<file path="src/rtl/seg7_scan.sv">
`default_nettype none
// ============================================================================
// Module   : seg7_scan
// Brief    : Four-digit multiplexed hex display scanner with a one-clk
//            all-anodes-off guard before each digit. Optional leading-zero
//            blanking is compiled in when SEG7_LZB_EN is defined.
// Revision : 1.0 - initial release
// ============================================================================
module seg7_scan (
    input  logic        clk,
    input  logic        rst,
    input  logic        tick,
    input  logic [15:0] value,
    input  logic [3:0]  dp,
    output logic [3:0]  an,
    output logic [6:0]  seg,
    output logic        dp_n
);

    typedef enum logic [0:0] {
        SHOW  = 1'b0,
        GUARD = 1'b1
    } phase_t;

    localparam logic [6:0] c_SEG_OFF = 7'b1111111;
    localparam logic [3:0] c_AN_OFF  = 4'b1111;

    phase_t      r_phase,   w_phase_nxt;
    logic [1:0]  r_idx,     w_idx_nxt;
    logic [15:0] r_snap_v,  w_snap_v_nxt;
    logic [3:0]  r_snap_dp, w_snap_dp_nxt;
    logic [3:0]  r_an,      w_an_nxt;
    logic [6:0]  r_seg,     w_seg_nxt;
    logic        r_dp_n,    w_dp_n_nxt;

    logic [3:0]  w_nib;
    logic [6:0]  w_dec;
    logic [6:0]  w_glyph;

    function automatic logic [6:0] f_decode(input logic [3:0] n);
        case (n)
            4'h0:    f_decode = 7'b1000000;
            4'h1:    f_decode = 7'b1111001;
            4'h2:    f_decode = 7'b0100100;
            4'h3:    f_decode = 7'b0110000;
            4'h4:    f_decode = 7'b0011001;
            4'h5:    f_decode = 7'b0010010;
            4'h6:    f_decode = 7'b0000010;
            4'h7:    f_decode = 7'b1111000;
            4'h8:    f_decode = 7'b0000000;
            4'h9:    f_decode = 7'b0010000;
            4'hA:    f_decode = 7'b0001000;
            4'hB:    f_decode = 7'b0000011;
            4'hC:    f_decode = 7'b1000110;
            4'hD:    f_decode = 7'b0100001;
            4'hE:    f_decode = 7'b0000110;
            default: f_decode = 7'b0001110;
        endcase
    endfunction

    always_comb begin
        w_nib = r_snap_v[3:0];
        case (r_idx)
            2'd1:    w_nib = r_snap_v[7:4];
            2'd2:    w_nib = r_snap_v[11:8];
            2'd3:    w_nib = r_snap_v[15:12];
            default: w_nib = r_snap_v[3:0];
        endcase
    end

    assign w_dec = f_decode(w_nib);

`ifdef SEG7_LZB_EN
    // A digit is blank when it and every digit to its left are zero; digit 0 always shows.
    logic w_blank;
    always_comb begin
        w_blank = 1'b0;
        case (r_idx)
            2'd1:    w_blank = (r_snap_v[15:4]  == 12'h000);
            2'd2:    w_blank = (r_snap_v[15:8]  == 8'h00);
            2'd3:    w_blank = (r_snap_v[15:12] == 4'h0);
            default: w_blank = 1'b0;
        endcase
    end
    assign w_glyph = w_blank ? c_SEG_OFF : w_dec;
`else
    assign w_glyph = w_dec;
`endif

    always_comb begin
        w_phase_nxt   = r_phase;
        w_idx_nxt     = r_idx;
        w_snap_v_nxt  = r_snap_v;
        w_snap_dp_nxt = r_snap_dp;
        w_an_nxt      = r_an;
        w_seg_nxt     = r_seg;
        w_dp_n_nxt    = r_dp_n;
        case (r_phase)
            SHOW: begin
                if (tick) begin
                    w_idx_nxt   = r_idx + 2'd1;
                    w_an_nxt    = c_AN_OFF;
                    w_phase_nxt = GUARD;
                    // Snapshots only refresh at frame start so a frame never tears.
                    if (r_idx == 2'd3) begin
                        w_snap_v_nxt  = value;
                        w_snap_dp_nxt = dp;
                    end
                end
            end
            GUARD: begin
                w_an_nxt    = ~(4'b0001 << r_idx);
                w_seg_nxt   = w_glyph;
                w_dp_n_nxt  = ~r_snap_dp[r_idx];
                w_phase_nxt = SHOW;
            end
            default: w_phase_nxt = SHOW;
        endcase
    end

    always_ff @(posedge clk) begin
        if (rst) begin
            r_phase   <= SHOW;
            r_idx     <= 2'd3;
            r_snap_v  <= 16'h0000;
            r_snap_dp <= 4'b0000;
            r_an      <= c_AN_OFF;
            r_seg     <= c_SEG_OFF;
            r_dp_n    <= 1'b1;
        end else begin
            r_phase   <= w_phase_nxt;
            r_idx     <= w_idx_nxt;
            r_snap_v  <= w_snap_v_nxt;
            r_snap_dp <= w_snap_dp_nxt;
            r_an      <= w_an_nxt;
            r_seg     <= w_seg_nxt;
            r_dp_n    <= w_dp_n_nxt;
        end
    end

    assign an   = r_an;
    assign seg  = r_seg;
    assign dp_n = r_dp_n;

endmodule
`default_nettype wire
</file>
<file path="config.mk">
export PLATFORM = sky130hd
export DESIGN_NAME = seg7_scan
export DESIGN_NICKNAME = d
export VERILOG_FILES = /design/src/rtl/seg7_scan.sv
export SDC_FILE = /design/constraint.sdc
export NUM_CORES = 1
export LEC_CHECK = 0
export ABC_AREA = 1
export BUFFER_PORTS_ARGS = -buffer_cell sky130_fd_sc_hd__buf_2
export CORE_ASPECT_RATIO = 0.5
export CORE_MARGIN = 2
export CORE_UTILIZATION = 58
export CTS_CLUSTER_SIZE = 28
export DETAILED_ROUTE_END_ITERATION = 10
export PLACE_DENSITY = 0.84
export SLEW_MARGIN = 20
export SYNTH_ARGS = -nofsm -noshare
export SYNTH_HDL_FRONTEND = slang
export SYNTH_SLANG_ARGS = --single-unit
</file>
<file path="constraint.sdc">
create_clock -name clk -period 3.25 [get_ports clk]
set_input_delay 0.325 -clock clk [delete_from_list [all_inputs] [get_ports clk]]
set_output_delay 0.325 -clock clk [all_outputs]
set_load 0.02 [all_outputs]
</file>
==> run_results.csv <==
group,metric,value,unit
worst_setup_path,timing.rr.start,"r_idx[0]",
route,drtIter0Drc,65,
synthesis,synthMuxAreaShare,0,%
synthesis,synth_cells,247,
sta,hold-worst-slack,0.290,ns
route,ant_nets,0,
route,num_vias,1654,
worst_setup_path,rr_endpoint,"seg[3]",
worst_setup_path,crit_chain,"ha_1 -> nand2_1 -> nand2_1 -> nor2_1 -> a21oi_1 -> ha_1 -> nand3_1 -> nand3_1 -> nand3_1 -> nand2_1",
clock_tree,post_cts_buffers,0,
synthesis,synth_flop_cell,"dfxtp_1",
synthesis,synth_top_family_by_area,"simple AND/OR/NAND/NOR gates",
power_and_ir_drop,clock_power_share,36.7,%
synthesis,synth_seq_area_share,39.3,%
synthesis,synth.most_common_cell,"nand2_1",
clock_tree,clk_latency,0.29,ns
finish,final_net_count,312,
floorplanning,io_pins,35,
flow_run,cap_viol_max_count,0,
sta,rsz0062_at_grt,"no",
synthesis,synth_fa_ha_area_share,7.72,%
synthesis,yosysWarnings,0,
synthesis,synth_cell_types,22,
clock_tree,clk_pin_slew,0.08,ns
synthesis,ys_top_cells_by_count,"nand2_1, dfxtp_1, a21oi_1",
clock_tree,ctsHoldBuffers,0,
synthesis,synth_xor_area_share,0,%
floorplanning,start_util,60.2,%
grt,globalRouteTotalUtil,24.9,%
power_and_ir_drop,p_comb_share,19.4,%
placed_design,place_congestion,0.870,
outcome,status,"completed",
route,vias_per_cell,5.18,
synthesis,synth-edff-count,0,
clock_tree,cts_buffers,5,
synthesis,synth_top_area_cell,"dfxtp_1",
synthesis,yosys.area.top_type_share,39.3,%
placed_design,io_buffers,34,
sta,min_period_over_period,73.0,%
worst_hold_path,hold_depth,3,
synthesis,ys_ff_latch,35,
worst_setup_path,reg2reg_slack,0.88,ns
clock_tree,cts_resized,0,
sta,finalSetupTns,0,ns
sta,drv_slew,0,
synthesis,syn_area,1780,um2
floorplanning,std_cell_rows,14,
synthesis,avgSynthCellArea,7.21,um2
worst_setup_path,cp-end-kind,"flop",
synthesis,yosys.area_share.simple,30.7,%
power_and_ir_drop,p_per_area,524,nW/um2
clock_tree,clock_path_buffers,2,
worst_setup_path,crit_type,"flop to flop",
worst_setup_path,ff2ff_path_depth,10,
worst_setup_path,cpMaxStageDelayCell,"ha_1",
clock_tree,tritoncts,"yes",
finish,drive_gt1_share,21.9,%
clock_tree,cts-root-buf,"clkbuf_8",
sta,worst_pin_slew,0.765,ns
power_and_ir_drop,sw_frac_of_total,29.9,%
finish,diodes,0,
synthesis,synth_fp_nets,281,
worst_hold_path,hp-class,"input port to flop",
worst_hold_path,worstHoldStart,"dp[2]",
worst_setup_path,arrival,2.62,ns
clock_tree,cts.htree.levels,2,
floorplanning,dieHeight,43.2,um
floorplanning,chipWidth,82.4,um
finish,fillerInstances,258,
synthesis,synthArstFlopShare,0,%
power_and_ir_drop,p_int,0.000760,W
worst_setup_path,critPathMaxFanout,23,
sta,fmax,0.422,GHz
sta,max_slew_margin,49.0,%
floorplanning,die-area,3560,um2
floorplanning,core,2960,um2
grt,first_global_vias,1574,
worst_setup_path,max_stage_delay,0.69,ns
finish,syn2layout_area_growth,16.2,%
grt,grt_pass1_wl,6580,um
sta,skew,0.00535,ns
synthesis,synth_area_leaders,"dfxtp_1, nand2_1, a21oi_1, nand3_1, ha_1",
clock_tree,numClockSinks,35,
synthesis,synth_compound_area_share,14.8,%
route,first_pass_iters,4,
grt,grt_antenna_before_repair,0,
sta,finalSetupViolCount,0,
power_and_ir_drop,switchingPower,0.000324,W
power_and_ir_drop,p_seq_share,43.9,%
worst_setup_path,start_kind,"flop",
finish,post-route-util,69.9,%
sta,hold_violations,0,
grt,overflow,0,
route,avgRoutedWirePerCell,12.0,um
power_and_ir_drop,p_leak,0.918,nW
route,drc_errors,0,
grt,grt_max_degree,28,
placed_design,hpwl,2780,um
worst_setup_path,required,3.49,ns
route,drt-total-wl,3820,um
power_and_ir_drop,ir_drop,316,uV
worst_hold_path,hold_end,"r_snap_dp[2]",
sta,fin_crit,2.37,ns
power_and_ir_drop,p_total,0.00108,W
## critical path, delay by kind of cell, from the launching register on
| family | cells | cell delay, ns |
|---|---|---|
| adder cells (fa/ha/maj) | 2 | 0.93 |
| AND/OR/NAND/NOR | 7 | 0.65 |
| flip-flops | 1 | 0.41 |
| AO/OA/AOI/OAI | 1 | 0.32 |
## registers in the layout, indices dropped and copies added (netlist names)
signal,count
seg,7
r_snap_v,16
an,4
r_snap_dp,4
dp_n,1
r_phase,1
r_idx,2
## worst max path at each step
stage / start / endpoint / slack, ns / cells after the start
5_1_grt: r_idx[1] / seg[3] / 0.61 / 10
4_1_cts: r_idx[1] / seg[3] / 0.89 / 10
6_report: r_idx[0] / seg[3] / 0.88 / 10
3_5_place_dp: r_idx[1] / seg[3] / 0.91 / 10
2_1_floorplan: r_idx[0] / seg[0] / 1.27 / 12
3_3_place_gp: r_idx[0] / seg[3] / 1.09 / 10
## layout make-up
type | count | area (um2) | share of cell area, %
Sequential cell | 35 | 701 | 33.8
Timing Repair Buffer | 35 | 178 | 8.58
Tap cell | 40 | 50.0 | 2.42
Inverter | 21 | 81.3 | 3.93
Multi-Input combinational cell | 180 | 948 | 45.8
Clock buffer | 5 | 68.8 | 3.32
Clock inverter | 3 | 43.8 | 2.11
## metrics by stage
step	instance area [um2]	std cells	setup slack [ns]
3_3_place_gp	1960	311	1.09
2_1_floorplan	1780	247	1.27
4_1_cts	2070	319	0.888
5_1_grt	2070	319	0.606
6_report	2070	319	0.878
3_5_place_dp	1960	311	0.915
## logic make-up (layout without fill, tap and decap cells)
logic type,Yosys count,in the layout
and+or+nand+nor,122,122
DFF,35,35
buffers and inverters,32,64
AOI/OAI and AO/OA,47,47
adders and majority gates,11,11
## routing by layer
layer	GRT usage, %	up-vias	wire, um
li1	-	860	-
met1	31.4	747	1850
met2	40.2	40	1760
met3	6.81	7	158
met4	10.0	0	51
met5	0	-	0
## cells in the final DEF (no fill, tap or decap), drive strengths merged
master  synthesis  layout
nand2          80      80
dfxtp          35      35
buf             8      35
a21oi          33      33
nand3          30      30
inv            21      21
ha             11      11
o21ai          11      11
nor2           11      11
clkbuf          3       5
o211ai          2       2
clkinv          0       2
o22ai           1       1
nand3b          1       1
bufinv          0       1
## power by group through the flow
stage	sequential [W]	combinational [W]	clock (W)
after floorplan	0.000491	0.000150	0
after global placement	0.000484	0.000202	0
after detailed placement	0.000485	0.000209	0
after CTS	0.000476	0.000210	0.000401
after global routing	0.000479	0.000239	0.000421
final	0.000476	0.000210	0.000398
Note: power is estimated with default switching activity, not from simulation.
